<file path="src/rtl/mips_wb_pkg.sv">
// mips_wb_pkg: shared widths and the long-latency queue entry type for the writeback scheduler
package mips_wb_pkg;
  localparam int SIZE = 32;
  localparam int REG_ADDR_W = 5;
  localparam int NUM_REGS = 32;
  typedef struct packed {
    logic                  live;
    logic [REG_ADDR_W-1:0] reg_addr;
    logic [SIZE-1:0]       data;
  } wb_entry_t;
endpackage

</file>
<file path="src/rtl/wb_queue.sv">
// wb_queue: in-order circular buffer (push/pop/count) with kill-by-register and live pend_mask; ports clock/resetn, push_*, pop, kill_*, head, count, pend_mask
module wb_queue
  import mips_wb_pkg::*;
#(
  parameter int DEPTH = 4,
  localparam int AW = $clog2(DEPTH)
) (
  input  logic                  clock,
  input  logic                  resetn,
  input  logic                  push,
  input  logic [REG_ADDR_W-1:0] push_reg,
  input  logic [SIZE-1:0]       push_data,
  input  logic                  pop,
  input  logic                  kill_en,
  input  logic [REG_ADDR_W-1:0] kill_reg,
  output wb_entry_t             head,
  output logic [AW:0]           count,
  output logic [NUM_REGS-1:0]   pend_mask
);
  wb_entry_t       mem_q [DEPTH];
  wb_entry_t       mem_d [DEPTH];
  logic [AW-1:0]   wr_ptr_q, wr_ptr_d, rd_ptr_q, rd_ptr_d;
  logic [AW:0]     count_q, count_d;
  always_comb begin
    mem_d    = mem_q;
    wr_ptr_d = wr_ptr_q + AW'(push);
    rd_ptr_d = rd_ptr_q + AW'(pop);
    count_d  = count_q + (AW+1)'(push) - (AW+1)'(pop);
    for (int i = 0; i < DEPTH; i++)
      if (kill_en && mem_q[i].reg_addr == kill_reg) mem_d[i].live = 1'b0;
    // popped slots drop their live bit so pend_mask can OR over every slot
    if (pop) mem_d[rd_ptr_q].live = 1'b0;
    if (push) mem_d[wr_ptr_q] = '{live: 1'b1, reg_addr: push_reg, data: push_data};
  end
  always_comb begin
    pend_mask = '0;
    for (int i = 0; i < DEPTH; i++)
      if (mem_q[i].live) pend_mask[mem_q[i].reg_addr] = 1'b1;
  end
  assign head  = mem_q[rd_ptr_q];
  assign count = count_q;
  always_ff @(posedge clock) begin
    if (!resetn) begin
      mem_q    <= '{default: '0};
      wr_ptr_q <= '0;
      rd_ptr_q <= '0;
      count_q  <= '0;
    end else begin
      mem_q    <= mem_d;
      wr_ptr_q <= wr_ptr_d;
      rd_ptr_q <= rd_ptr_d;
      count_q  <= count_d;
    end
  end
endmodule

</file>
<file path="src/rtl/writeback_scheduler.sv">
// writeback_scheduler: merges ALU (A) and queued long-latency (B) results onto one registered write port; ports a_*, b_*, WriteReg/WriteData/RegWrite, pend_mask, q_count
module writeback_scheduler
  import mips_wb_pkg::*;
#(
  parameter int SIZE  = mips_wb_pkg::SIZE,
  parameter int DEPTH = 4,
  localparam int AW = $clog2(DEPTH)
) (
  input  logic                  clock,
  input  logic                  resetn,
  input  logic                  a_valid,
  input  logic [REG_ADDR_W-1:0] a_reg,
  input  logic [SIZE-1:0]       a_data,
  input  logic                  b_valid,
  output logic                  b_ready,
  input  logic [REG_ADDR_W-1:0] b_reg,
  input  logic [SIZE-1:0]       b_data,
  output logic [REG_ADDR_W-1:0] WriteReg,
  output logic [SIZE-1:0]       WriteData,
  output logic                  RegWrite,
  output logic [NUM_REGS-1:0]   pend_mask,
  output logic [AW:0]           q_count
);
  wb_entry_t             head;
  logic                  a_wr, pop, push;
  logic                  reg_write_q, reg_write_d;
  logic [REG_ADDR_W-1:0] write_reg_q, write_reg_d;
  logic [SIZE-1:0]       write_data_q, write_data_d;
  always_comb begin
    a_wr         = a_valid && a_reg != '0;
    pop          = !a_valid && q_count != '0;
    b_ready      = resetn && q_count < (AW+1)'(DEPTH);
    // a B aimed at the register A writes now is already stale: accept and drop it
    push         = b_valid && b_ready && b_reg != '0 && !(a_wr && a_reg == b_reg);
    reg_write_d  = a_wr || (pop && head.live);
    write_reg_d  = a_wr ? a_reg : pop ? head.reg_addr : write_reg_q;
    write_data_d = a_wr ? a_data : pop ? head.data : write_data_q;
  end
  wb_queue #(.DEPTH(DEPTH)) u_queue (
    .clock    (clock),
    .resetn   (resetn),
    .push     (push),
    .push_reg (b_reg),
    .push_data(b_data),
    .pop      (pop),
    .kill_en  (a_wr),
    .kill_reg (a_reg),
    .head     (head),
    .count    (q_count),
    .pend_mask(pend_mask)
  );
  always_ff @(posedge clock) begin
    if (!resetn) begin
      reg_write_q  <= 1'b0;
      write_reg_q  <= '0;
      write_data_q <= '0;
    end else begin
      reg_write_q  <= reg_write_d;
      write_reg_q  <= write_reg_d;
      write_data_q <= write_data_d;
    end
  end
  assign RegWrite  = reg_write_q;
  assign WriteReg  = write_reg_q;
  assign WriteData = write_data_q;
endmodule

</file>
<file path="config.mk">
export PLATFORM = sky130hd
export DESIGN_NAME = writeback_scheduler
export DESIGN_NICKNAME = d
export VERILOG_FILES = /design/src/rtl/mips_wb_pkg.sv /design/src/rtl/wb_queue.sv /design/src/rtl/writeback_scheduler.sv
export SDC_FILE = /design/constraint.sdc
export NUM_CORES = 1
export LEC_CHECK = 0
export BUFFER_PORTS_ARGS = -buffer_cell sky130_fd_sc_hd__buf_2
export CAP_MARGIN = 15
export CORE_MARGIN = 4
export CORE_UTILIZATION = 59
export CTS_CLUSTER_DIAMETER = 50
export CTS_CLUSTER_SIZE = 12
export DETAILED_ROUTE_END_ITERATION = 8
export HOLD_SLACK_MARGIN = 0.06
export PLACE_DENSITY = 0.88
export SLEW_MARGIN = 10
export SYNTH_ARGS = -nofsm -noshare
export SYNTH_HDL_FRONTEND = slang
export SYNTH_HIERARCHICAL = 1
export SYNTH_SLANG_ARGS = --single-unit
</file>
<file path="constraint.sdc">
create_clock -name clock -period 6.67 [get_ports clock]
set_clock_uncertainty 0.2 [all_clocks]
set_input_delay 0.3335 -clock clock [delete_from_list [all_inputs] [get_ports clock]]
set_output_delay 0.3335 -clock clock [all_outputs]
set_load 0.1 [all_outputs]
</file>
* After elaboration in Yosys (flattened, before gate mapping)
Cells that the tools add are included. W data, S select, Z words.
Storage, ports and cells: flip-flop bits (word level) 197, bits of input ports 78, output and inout port bits 74, logic and storage cells 101
Operators by class: add/subtract/negate cells 4, $lt $le $gt $ge 13, equal/unequal tests 5, muxes and demuxes 31, bitwise gates (word level) 5, reduce and logical (&&, ||, !) cells 25
Operator list (count):
- $bwmux W152 | 2
- $mux W152 | 2
- $mux W32 | 6
- $demux W38 S2 | 2
- $mux W38 | 4
- $or A32 B32 Y32 | 3
- $bmux W38 S2 | 1
- $eq A5 B5 Y1 | 5
- $lt A5 B6 Y1 const B | 4
- $demux W1 S5 | 4
- $ge A5 B1 Y1 const B | 4
- $logic_and A1 B1 Y1 | 18
- $mux W5 | 2
- $reduce_bool A5 Y1 | 2
- $mux W1 | 8
- $ge A3 B3 Y1 const B | 2
- $lt A3 B1 Y1 const B | 2
- $not A2 Y3 | 2
- $add A2 B1 Y2 | 2
- $add A3 B1 Y3 | 1
- $lt A3 B3 Y1 const B | 1
- $reduce_bool A3 Y1 | 1
- $sub A3 B1 Y3 | 1
- $logic_not A1 Y1 | 2
- 2 further kinds | 2

* Longest topological paths before layout
Gate-level depths: netlist (run 1).
depth after elaboration 11, gate-level depth with buffers 10, depth with buffers taken out 10

* Cells and area by module
The synthesis (run 1) kept the hierarchy.
By module, submodules not included:
- wb_queue | times used 1, cells an instance 939, area each 8007.7 um^2, seq. area each 3183.1 um^2
- writeback_scheduler | times used 1, cells an instance 160, area each 1665.3 um^2, seq. area each 760.7 um^2

* Worst setup path after synthesis (run 1)
No wires, ideal clock.
path kind register -> register, from reg u_queue.count_q[2] (netlist: u_queue/count[2]), to reg u_queue.count_q[2] (netlist: u_queue/count[2]), setup time 0.128 ns, data arrival time 3.663 ns, required time 6.342 ns, setup slack 2.680 ns, stages on the path, launching flop included 10, path buffers 0, period minus slack after synthesis 3.990 ns, cells stage by stage dfxtp_1 -> nor2b_1 -> o211ai_1 -> a31oi_1 -> ha_1 -> inv_1 -> fa_1 -> xor2_1 -> xnor2_1 -> nor2_1
Between the ends: word-level cells in the longest chain between the ends 7
Ends and longest elaborated chain:
- from (decl) | line wb_queue.sv:23 | logic [AW:0] count_q, count_d;
- from (signal assigned) | line wb_queue.sv:52 | count_q <= count_d;
- $lt A3 B3 Y1 | line writeback_scheduler.sv:32 | b_ready = resetn && q_count < (AW+1)'(DEPTH);
- $logic_and A1 B1 Y1 | line writeback_scheduler.sv:32
- named net b_ready | line writeback_scheduler.sv:15 | output logic b_ready,
- $logic_and A1 B1 Y1 (3 in a row) | line writeback_scheduler.sv:34 | push = b_valid && b_ready && b_reg != '0 && !(a_wr && a_reg == b_reg);
- named net push | line writeback_scheduler.sv:25 | logic a_wr, pop, push;
- $add A3 B1 Y3 | line wb_queue.sv:28 | count_d = count_q + (AW+1)'(push) - (AW+1)'(pop);
- $sub A3 B1 Y3 | line wb_queue.sv:28
The timed path passes the listed nets, and every way through them passes these cells. A chain may end at the register's enable or synchronous reset.

* Final worst setup path (run 1)
from in a_reg[3], to reg u_queue/mem_q[16] (netlist bit)
Between the ends: word-level cells in the longest chain between the ends 6
Ends and longest elaborated chain:
- from (decl) | line writeback_scheduler.sv:12 | input logic [REG_ADDR_W-1:0] a_reg,
- $reduce_bool A5 Y1 | line writeback_scheduler.sv:30 | a_wr = a_valid && a_reg != '0;
- $logic_and A1 B1 Y1 | line writeback_scheduler.sv:30
- named net a_wr | line writeback_scheduler.sv:25
- $logic_and A1 B1 Y1 | line writeback_scheduler.sv:34
- $logic_not A1 Y1 | line writeback_scheduler.sv:34
- $logic_and A1 B1 Y1 | line writeback_scheduler.sv:34
- named net push | line writeback_scheduler.sv:25
- $mux W152 | line wb_queue.sv:33 | if (push) mem_d[wr_ptr_q] = '{live: 1'b1, reg_addr: push_reg, data: push_data};
- to (signal assigned) | line wb_queue.sv:49 | mem_q <= mem_d;
- to (decl) | line wb_queue.sv:20 | wb_entry_t mem_q [DEPTH];
The timed path passes the listed nets, and every way through them passes these cells.

==> run summary, run 1 <==
number of flops mapped to enable cells by yosys -> 0
final setup violating endpoints -> 0
sw frac -> 33.7%
I/O Buffers -> 151
crit-path max FO -> 22
Die Ht -> 136 um
Pleak -> 4.46 nW
Final #Nets -> 1331
top-area cell type share of the netlist area -> 40.8%
P_int -> 2.16 mW
routed wire length -> 30200 um
mapped cell area -> 9670 um^2
largest net degree at the start of global routing -> 95
DR iter-0 viols -> 1144
reg2reg path depth -> 7
Post-DRT Antenna Nets -> 0
synthesized instance count -> 1099
Num CTS Buffers -> 17
Syn Nets -> 1182
Flop pwr share -> 41.8%
Worst slew margin -> 18.3%
Max VDD drop -> 221 uV
CTS Buffer Depth -> 2
clk root buf -> clkbuf_16
R2R Path Start -> u_queue/count[2]
Post-route DRC -> 0
Final Hold Violating Endpoints -> 0
Synth area leaders -> dfxtp_1 41%, nand2_1 12%, mux4_2 8.8%
DR vias -> 9503
Worst Hold End -> u_queue/rd_ptr_q[0]
WP data required -> 6.82 ns
worst hold margin -> 0.113 ns
max_cap viols -> 0
total track usage -> 32.1%
placed cells -> 1375
Wirelength per Cell -> 20.4 um
1st-pass router iterations -> 5
io pins -> 152
Arr. time, crit path -> 3.69 ns
Tmin final -> 3.54 ns
reg2reg setup slack -> 3.36 ns
core area -> 16000 um^2
RSZ-0062 raised after global routing -> no
Power, Total -> 3.26 mW
worst hold path type -> in -> reg
fin util -> 72.6%
H-tree levels -> 4
Worst Tran Pin Value -> 1.23 ns
first-pass GRT wire length -> 47100 um
Cells on Worst Hold Path -> 2
final std cells w/o fill -> 1480
Site Rows -> 46
Vias/cell -> 6.42
Comb pwr share -> 23.7%
Net Switching -> 1.10 mW
sequential share of the synthesized area -> 40.8%
worst skew pair latency -> 0.44 ns
Top FF cell, synth -> dfxtp_1
syn_area_per_cell -> 8.80 um^2
Synth Register Bits -> 197
clock power share -> 34.5%
Synth area leader -> dfxtp_1
postcts setup bufs -> 0
clk sink count -> 197
DP HPWL -> 17400 um
antenna violations before repair -> 1
CTS tree -> done
vias in the first global route -> 9307
die area -> 18500 um^2
hold wc startpoint -> resetn
Async SR Flop Fraction -> 0%
cts repair resizes -> 0
Filler cells -> 1100
fin crit share -> 53.0%
setup TNS -> 0 ns
Pwr Density -> 280 nW/um^2
chip width -> 136 um
Layout Area Growth over Synthesis -> 20.0%
FF/Latch Area -> 3950 um^2
outcome -> completed
global route overflow -> 0
share of layout cells above drive strength 1 -> 21.8%
initial core utilization -> 60.5%
Slew Viols, Final -> 0
Startpoint Class -> input pin
Crit Path Class -> in -> reg
Multi-input gate area -> 5170 um^2
r2r endpoint -> u_queue/mem_q[16]
crit path capture type -> flop
CTS clk-pin slew, worst paths -> 0.07 ns
fmax -> 283 MHz
warnings from Yosys -> 6
routability congestion estimate -> 0.999
synth unique cells -> 58
[power groups by stage]
stage | combinational [mW] | sequential (mW) | clock, mW
2_1_floorplan | 0.421 | 1.51 | 0
3_3_place_gp | 0.699 | 1.38 | 0
3_5_place_dp | 0.708 | 1.38 | 0
4_1_cts | 0.744 | 1.35 | 1.12
5_1_grt | 0.813 | 1.37 | 1.17
6_report | 0.773 | 1.36 | 1.12
[through the flow]
step           area, um^2  setup slack (ns)
2_1_floorplan        9670              2.68
3_3_place_gp        10200              3.03
3_5_place_dp        10200              2.88
4_1_cts             11600              3.27
5_1_grt             11600              2.99
6_report            11600              3.13
[placed cells by master, fill, tap and decap left out, drive strengths merged, types with 3 or more instances in the layout]
cell type / synthesis / layout
o32a: 3 / 3
inv: 6 / 7
or3: 3 / 3
buf: 68 / 162
nor2: 21 / 21
nor3b: 7 / 7
and4bb: 4 / 4
and2: 8 / 8
diode: 0 / 3
nand4b: 6 / 6
a22oi: 13 / 13
nand3: 4 / 4
a311oi: 4 / 4
nand2b: 4 / 4
xnor2: 3 / 3
clkinv: 0 / 4
ha: 4 / 4
clkbuf: 33 / 22
nand2: 310 / 310
o22a: 3 / 3
a221o: 46 / 46
a21oi: 155 / 155
or3b: 6 / 6
or2: 7 / 7
a32oi: 3 / 3
dlygate4sd3: 0 / 69
nor2b: 8 / 8
bufinv: 0 / 4
nand3b: 8 / 8
and3b: 3 / 3
nor4: 6 / 6
mux4: 38 / 38
o221ai: 20 / 20
dfxtp: 197 / 197
and3: 39 / 39
o22ai: 10 / 10
xor2: 26 / 26
[layout make-up]
| cell class | instances | area share (%) |
|---|---|---|
| repair buffers | 231 | 13.2 |
| clock buffers | 22 | 4.17 |
| diodes | 3 | 0.0647 |
| well taps | 216 | 2.33 |
| clock inverters | 10 | 1.44 |
| flip-flops and latches | 197 | 34.0 |
| inverters | 6 | 0.216 |
| multi-input cells | 795 | 44.6 |
[kinds of logic (layout without fill, tap and decap cells)]
logic type	count (synthesis)	count (layout)	synth area share, %
AND/OR/NAND/NOR	457	457	22.6
multiplexers	38	38	8.85
buffers and inverters	107	269	5.89
other	0	3	0
adder cells (fa/ha/maj)	5	5	0.724
flip-flops	197	197	40.8
AO/OA/AOI/OAI	266	266	18.6
XOR/XNOR	29	29	2.63
[synth_stat cells (4+ instances only)]
cell,number
inv_1,6
nand2_2,10
buf_6,10
nand2b_1,4
clkbuf_1,33
dfxtp_1,197
and2_1,8
a221o_1,46
xor2_1,26
nor3b_1,6
ha_1,4
o221ai_1,20
nand4b_1,6
buf_1,4
nor2_1,21
nor4_1,5
buf_2,44
a21oi_2,10
and4bb_2,4
a311oi_1,4
mux4_2,38
o22ai_1,10
or2_2,7
nand3b_1,6
a22oi_1,13
nand2_1,300
buf_4,10
nor2b_1,8
and3_1,39
a21oi_1,145
[state kept, by name, summed over array words and instances (netlist names)]
name,count
u_queue/count,3
RegWrite,1
WriteData,32
u_queue/wr_ptr_q,2
WriteReg,5
u_queue/rd_ptr_q,2
u_queue/mem_q,152
[what timing repair did]
action | CTS | global route
hold buffers | 69 | 0
setup endpoints to repair | 0 | 0
endpoints found under the hold margin | 180 | 0
[routing by layer]
layer  track usage [%]  share of wire [%]  vias to the layer above
met1              39.7                 37                     4493
li1                  -                  -                     4240
met2              52.3                 48                      645
met4              17.3                4.1                        0
met5                 0                  0                        -
met3              7.29                 10                      125
[critical path: stages]
cell      delay, ns
buf_2          0.16
nor4_2         0.50
a21boi_0       0.35
a31oi_1        0.71
and3_1         0.93
buf_4          0.41
nand2_1        0.11
a21oi_1        0.16
[worst max-delay path by stage]
stage | start | endpoint | slack (ns) | cells after the start
after floorplan | u_queue/count[2] | u_queue/count[2] | 2.68 | 9
after global placement | a_reg[3] | u_queue/mem_q[9] | 3.03 | 8
after detailed placement | a_reg[3] | u_queue/mem_q[22] | 2.88 | 8
after CTS | a_reg[3] | u_queue/mem_q[16] | 3.27 | 8
after global routing | a_reg[3] | u_queue/mem_q[56] | 2.99 | 8
final | a_reg[3] | u_queue/mem_q[16] | 3.13 | 8
No activity file was read; power rests on OpenSTA's default activity.
==> run 2: changes to the inputs <==
Settings changed: ABC_AREA from default to 1, CORE_UTILIZATION 59 to 52, PLACE_DENSITY 0.88 to 0.82.
Clock period 6.67 ns to 3.1 ns, I/O delays scaled along.
==> run 2 against run 1 <==
Compared with the run above: sequential power increased by 110%; first-iteration DRC count increased by 36%; via count increased by 12%; global-route usage decreased by 1.6 points; power increased by 130%; wire length increased by 7.0%; sequential share of layout area decreased by 0.76 points; setup slack got worse by 2.7 ns; critical path type is now reg -> out; critical path depth decreased by 2.
==> run summary, run 2 <==
share of layout cells above drive strength 1 -> 14.5% (-7.3 points)
CTS tree -> done
FF/Latch Area -> 3950 um^2 (about the same)
r2r endpoint -> u_queue/count[2]
Worst Hold End -> WriteReg[4]
grt met3 use -> 7.72% (+0.43 points)
cts repair resizes -> 0 (unchanged)
Filler cells -> 1569 (+43%)
final setup violating endpoints -> 0 (unchanged)
Max VDD drop -> 481 uV (+120%)
antenna violations before repair -> 1 (unchanged)
max_cap viols -> 0 (unchanged)
top-area cell type share of the netlist area -> 40.5% (-0.24 points)
reg2reg setup slack -> 0.70 ns (-2.66 ns)
crit path capture type -> primary output
Arr. time, crit path -> 2.28 ns (-1.41 ns)
Num CTS Buffers -> 17 (unchanged)
syn_area_per_cell -> 7.06 um^2 (-20%)
cts hold-fix bufs -> 80 (+16%)
setup TNS -> 0 ns (unchanged)
crit-path max FO -> 8 (-64%)
core area -> 18200 um^2 (+14%)
Async SR Flop Fraction -> 0% (unchanged)
Final Hold Violating Endpoints -> 0 (unchanged)
grt met2 use -> 46.8% (-5.5 points)
worst hold path type -> in -> reg
Top FF cell, synth -> dfxtp_1
reg2reg path depth -> 12 (+5)
1st-pass router iterations -> 6 (+1)
GRT busiest layer -> met2
postcts setup bufs -> 0 (unchanged)
fin util -> 65.2% (-7.4 points)
DR iter-0 viols -> 1554 (+36%)
RSZ-0062 raised after global routing -> no
vias in the first global route -> 9612 (+3.3%)
sequential share of the synthesized area -> 40.5% (-0.24 points)
Site Rows -> 49 (+6.5%)
Largest Register -> u_queue/mem_q
Die Ht -> 145 um (+6.4%)
global route overflow -> 0 (unchanged)
Cells on Worst Hold Path -> 5 (+3)
mapped cell area -> 9730 um^2 (+0.60%)
Crit Path Class -> reg -> out
Post-DRT Antenna Nets -> 0 (unchanged)
synthesized instance count -> 1379 (+25%)
Synth area leaders -> dfxtp_1 41%, nand3_1 10%, nor2_1 8.4%
Worst Tran Pin Value -> 0.685 ns (-0.540 ns)
initial core utilization -> 53.4% (-7.0 points)
Pwr Density -> 634 nW/um^2 (+130%)
hold wc startpoint -> a_valid
Layout Area Growth over Synthesis -> 22.0%
most common cell in the netlist -> nor2_1
first-pass GRT wire length -> 50800 um (+7.8%)
clk sink count -> 197 (unchanged)
io pins -> 152 (unchanged)
I/O Buffers -> 151 (unchanged)
Synth area leader -> dfxtp_1
Final #Nets -> 1639 (+23%)
routed wire length -> 32400 um (+7.0%)
outcome -> completed
fin crit share -> 84.9%
largest net degree at the start of global routing -> 89 (-6.3%)
clk root buf -> clkbuf_16
GR Util met1 -> 42.4% (+2.8 points)
die area -> 21000 um^2 (+13%)
Synth Register Bits -> 197 (unchanged)
Multi-input gate area -> 4860 um^2 (-6.0%)
CTS Buffer Depth -> 2 (unchanged)
most frequent cells in the layout -> 216 x nor2_1, 196 x dfxtp_1, 195 x nand3_1, 151 x buf_2, 148 x o21ai_0
list of most frequent post-synthesis cells -> 218 x nor2_1, 197 x dfxtp_1, 196 x nand3_1
Tmin final -> 2.63 ns
synth unique cells -> 30 (-48%)
chip width -> 145 um (+6.4%)
leading cell type in the layout, fill and taps excluded -> nor2_1
max reg flops -> 152 (unchanged)
CTS clk-pin slew, worst paths -> 0.07 ns (about the same)
Worst slew margin -> 54.2% (+36 points)
Startpoint Class -> flop
number of flops mapped to enable cells by yosys -> 0 (unchanged)
H-tree levels -> 4 (unchanged)
Vias/cell -> 5.91 (-8.0%)
total track usage -> 30.6% (-1.6 points)
Wirelength per Cell -> 18.0 um (-12%)
Post-route DRC -> 0 (unchanged)
worst skew pair latency -> 0.43 ns (about the same)
fmax -> 380 MHz
WP data required -> 2.74 ns (-4.08 ns)
DP HPWL -> 19900 um (+14%)
R2R Path Start -> u_queue/count[1]
Slew Viols, Final -> 0 (unchanged)
routability congestion estimate -> 0.999 (about the same)
DR vias -> 10600 (+12%)
Pleak -> 4.86 nW (+8.9%)
Syn Nets -> 1462 (+24%)
warnings from Yosys -> 6 (unchanged)
run 2: cell types whose count changed after synthesis, sizes merged, moves of 38 or more:
cell,before,now
o22ai,10,63
nor2,21,220
and3,39,0
inv,6,121
a221o,46,0
mux4,38,0
nand2,310,117
a21oi,155,97
nand3,4,198
o21ai,0,152
run 2: how the worst max path moves through the flow:
stage                                 start               end  slack, ns  cells after the start
after floorplan            u_queue/count[1]  u_queue/count[2]       0.05                     13
after global placement     u_queue/count[1]  u_queue/count[2]       0.75                     12
after detailed placement   u_queue/count[1]  u_queue/count[2]       0.71                     12
after CTS                 u_queue/mem_q[32]     pend_mask[26]       0.51                      6
after global routing      u_queue/mem_q[32]     pend_mask[26]       0.33                      6
final                     u_queue/mem_q[32]     pend_mask[26]       0.47                      6
run 2: cell families after synthesis:
logic type | share of synthesized area [%]
buffers and inverters | 9.68
DFF | 40.5
adders and majority gates | 0.720
and+or+nand+nor | 25.6
AOI/OAI and AO/OA | 22.7
xor gates and xnor gates | 0.720
run 2: power breakdown:
part	total (mW)	switching, mW	leakage [nW]	internal, mW
Clock	2.30	1.03	0.302	1.26
Sequential	2.88	0.153	1.60	2.72
Combinational	2.35	1.76	2.95	0.585
run 2: layer usage:
metal / up-vias / wire length (um)
met1: 4820 / 13300
met2: 665 / 14300
li1: 5049 / -
met3: 96 / 4070
met5: - / 0
met4: 0 / 739
run 2: cell type report:
cell class | instances | area share [%]
antenna | 1 | 0.0211
clock buffer | 20 | 3.85
clock inverter | 12 | 1.31
inverter | 121 | 3.83
multi-input combinational | 969 | 40.9
sequential | 197 | 33.2
tap | 229 | 2.41
timing repair buffer | 250 | 14.4
run 2: critical path, stage by stage (launching register included):
cell and delay, ns:
dfxtp_1 0.36, inv_1 0.14, nand3_1 0.37, or2_1 0.35
o21ai_0 0.06, or2_1 0.13, buf_2 0.42
run 2: stage by stage:
step / std cells / power [mW] / instance area [um^2] / hold slack [ns] / setup WS (ns)
6_report: 1799 / 7.52 / 11900 / 0.108 / 0.467
5_1_grt: 1799 / 7.84 / 11900 / 0.105 / 0.334
4_1_cts: 1798 / 7.49 / 11900 / 0.0620 / 0.514
3_5_place_dp: 1686 / 5.14 / 10500 / 0.245 / 0.714
3_3_place_gp: 1686 / 5.12 / 10500 / 0.232 / 0.748
2_1_floorplan: 1379 / 4.63 / 9740 / 0.104 / 0.0471
==> run 3: changes to the inputs <==
Settings changed: CORE_UTILIZATION 52 to 57, PLACE_DENSITY 0.82 to 0.85.
Clock period 3.1 ns to 2.43 ns, I/O delays scaled along.
==> run 3 against run 2 <==
Compared with the run above: final area grew 2.4%; sequential power grew 28%; via count grew 3.3%; sequential cell count is the same; the flow now finishes with violations (negative setup slack); worst hold slack gained 0.089 ns; highest routed layer is now met5; clock power grew 29%; register-to-register slack lost 0.48 ns; sequential share of layout area shrank 0.70 points; non-clock buffer count grew 10.
==> run summary, run 3 (same netlist as run 2, synthesis figures left out) <==
chip width -> 139 um (-4.2%)
sw frac -> 39.1% (-0.11 points)
clk sink count -> 197 (unchanged)
Pwr Density -> 812 nW/um^2 (+28%)
total track usage -> 33.0% (+2.4 points)
vias in the first global route -> 9962 (+3.6%)
worst hold margin -> 0.197 ns (+0.0888 ns)
CTS tree -> done
fin util -> 73.1% (+7.9 points)
CTS clk-pin slew, worst paths -> 0.07 ns (about the same)
Worst Hold End -> RegWrite
Max VDD drop -> 629 uV (+31%)
DR vias -> 11000 (+3.3%)
H-tree levels -> 4 (unchanged)
Site Rows -> 47 (-4.1%)
Flop pwr share -> 37.3% (-1.0 points)
final setup violating endpoints -> 2 (+2)
Wirelength per Cell -> 18.7 um (+3.8%)
first-pass GRT wire length -> 52100 um (+2.6%)
worst hold path type -> in -> reg
R2R Path Start -> u_queue/count[1]
DR iter-0 viols -> 1599 (+2.9%)
failing checks -> negative setup slack
Filler cells -> 1319 (-16%)
Crit Path Class -> reg -> out
Vias/cell -> 6.10 (+3.3%)
WP data required -> 2.11 ns (-0.63 ns)
routed wire length -> 33600 um (+3.8%)
Largest Register -> u_queue/mem_q
P_int -> 6.02 mW (+32%)
most frequent cells in the layout -> 216 x nor2_1, 193 x dfxtp_1, 189 x nand3_1, 147 x o21ai_0, 117 x buf_2
Tmin final -> 2.54 ns
reg2reg path depth -> 12 (unchanged)
clock power share -> 30.0% (-0.5 points)
RSZ-0062 raised after global routing -> yes
Cells on Worst Hold Path -> 7 (+2)
grt met2 use -> 51.4% (+4.6 points)
pre-CTS WS -> 0.0897 ns (-0.625 ns)
Net Switching -> 3.86 mW (+31%)
Pleak -> 4.91 nW (+1.2%)
Post-route DRC -> 0 (unchanged)
fin crit share -> 105%
Comb pwr share -> 32.7% (+1.5 points)
crit path capture type -> primary output
core area -> 16600 um^2 (-8.6%)
routability congestion estimate -> 1.03 (+3.2%)
crit path launch -> u_queue/mem_q[113]
CTS Buffer Depth -> 2 (unchanged)
io pins -> 152 (unchanged)
largest net degree at the start of global routing -> 154 (+73%)
outcome -> finished with violations
worst skew pair latency -> 0.44 ns (about the same)
hold wc startpoint -> a_valid
max reg flops -> 152 (unchanged)
fmax -> 394 MHz
clk root buf -> clkbuf_16
Worst Tran Pin Value -> 0.705 ns (+0.0194 ns)
antenna violations before repair -> 2 (+1)
initial core utilization -> 58.5% (+5.0 points)
Die Ht -> 139 um (-4.2%)
GRT busiest layer -> met2
share of layout cells above drive strength 1 -> 16.3% (+1.8 points)
Final Hold Violating Endpoints -> 0 (unchanged)
grt met3 use -> 8.10% (+0.38 points)
Final #Nets -> 1649 (+0.61%)
die area -> 19200 um^2 (-8.3%)
Post-DRT Antenna Nets -> 0 (unchanged)
r2r endpoint -> u_queue/count[2]
I/O Buffers -> 151 (unchanged)
Arr. time, crit path -> 2.22 ns (-0.06 ns)
1st-pass router iterations -> 8 (+2)
Startpoint Class -> flop
crit-path max FO -> 8 (unchanged)
max_cap viols -> 0 (unchanged)
Layout Area Growth over Synthesis -> 25.0%
leading cell type in the layout, fill and taps excluded -> nor2_1
Slew Viols, Final -> 0 (unchanged)
Worst slew margin -> 52.9% (-1.3 points)
GR Util met1 -> 45.1% (+2.6 points)
Num CTS Buffers -> 17 (unchanged)
reg2reg setup slack -> 0.22 ns (-0.48 ns)
global route overflow -> 0 (unchanged)
final worst slack -> -0.111 ns (-0.578 ns)
DP HPWL -> 20900 um (+4.8%)
run 3: cell count changes in the layout (fill, tap and decap cells not counted), sizes merged:
cell,previous run,this run
clkbuf,20,45
buf,170,156
clkinvlp,0,5
dlygate4sd3,80,76
inv,128,124
bufinv,2,3
run 3: worst max-delay path, cell delays in order, from the launching register on:
cell and delay, ns:
dfxtp_1 0.49, nand3_1 0.39, o22ai_1 0.40, or2_2 0.18
clkbuf_4 0.33
run 3: power groups by stage:
stage          clock network (mW)  registers, mW  logic [mW]
2_1_floorplan                   0           4.33        1.61
3_3_place_gp                    0           3.73        2.95
3_5_place_dp                    0           3.74        2.99
4_1_cts                      2.98           3.67        3.10
5_1_grt                      3.11           3.71        3.41
6_report                     2.96           3.69        3.23
run 3: worst max path at each step:
stage                             to  slack, ns  depth (start not counted)
finish                 pend_mask[15]      -0.11                          4
floorplan           u_queue/count[2]      -0.14                          9
CTS                    pend_mask[25]       0.01                          5
detailed placement  u_queue/count[2]       0.09                         12
global placement    u_queue/count[2]       0.23                         12
global route           pend_mask[15]      -0.05                          5
run 3: timing repair:
item                                    4_1_cts  5_1_grt
pin swaps                                     0        3
endpoints found under the hold margin       187       21
setup buffers                                 0        2
resized for setup                             3       38
endpoints found under the setup margin        3       32
hold buffers                                 75        1
gates cloned                                  0        0
run 3: metrics by stage:
step,total power [mW],setup TNS [ns],instances,instance area [um^2]
after floorplan,5.94,-0.169,1379,9770
final,9.88,-0.128,1799,12200
after global placement,6.68,0,1689,10600
after detailed placement,6.73,0,1689,10600
after CTS,9.74,0,1795,12000
after global routing,10.2,-0.0958,1799,12200
run 3: cell type report:
| class | instances | area (um^2) | share of cell area, % |
|---|---|---|---|
| multi-input cells | 969 | 4910 | 40.4 |
| flip-flops and latches | 197 | 3960 | 32.5 |
| repair buffers | 260 | 1940 | 15.9 |
| inverters | 121 | 458 | 3.77 |
| clock buffers | 17 | 425 | 3.50 |
| well taps | 220 | 275 | 2.26 |
| clock inverters | 14 | 195 | 1.60 |
| diodes | 1 | 2.50 | 0.0206 |
run 3: routing by layer:
metal  part of all wire, %  up-vias
met3                    12      106
met1                    39     4981
met4                   3.3        2
met5                 0.039        -
li1                      -     5071
met2                    45      817
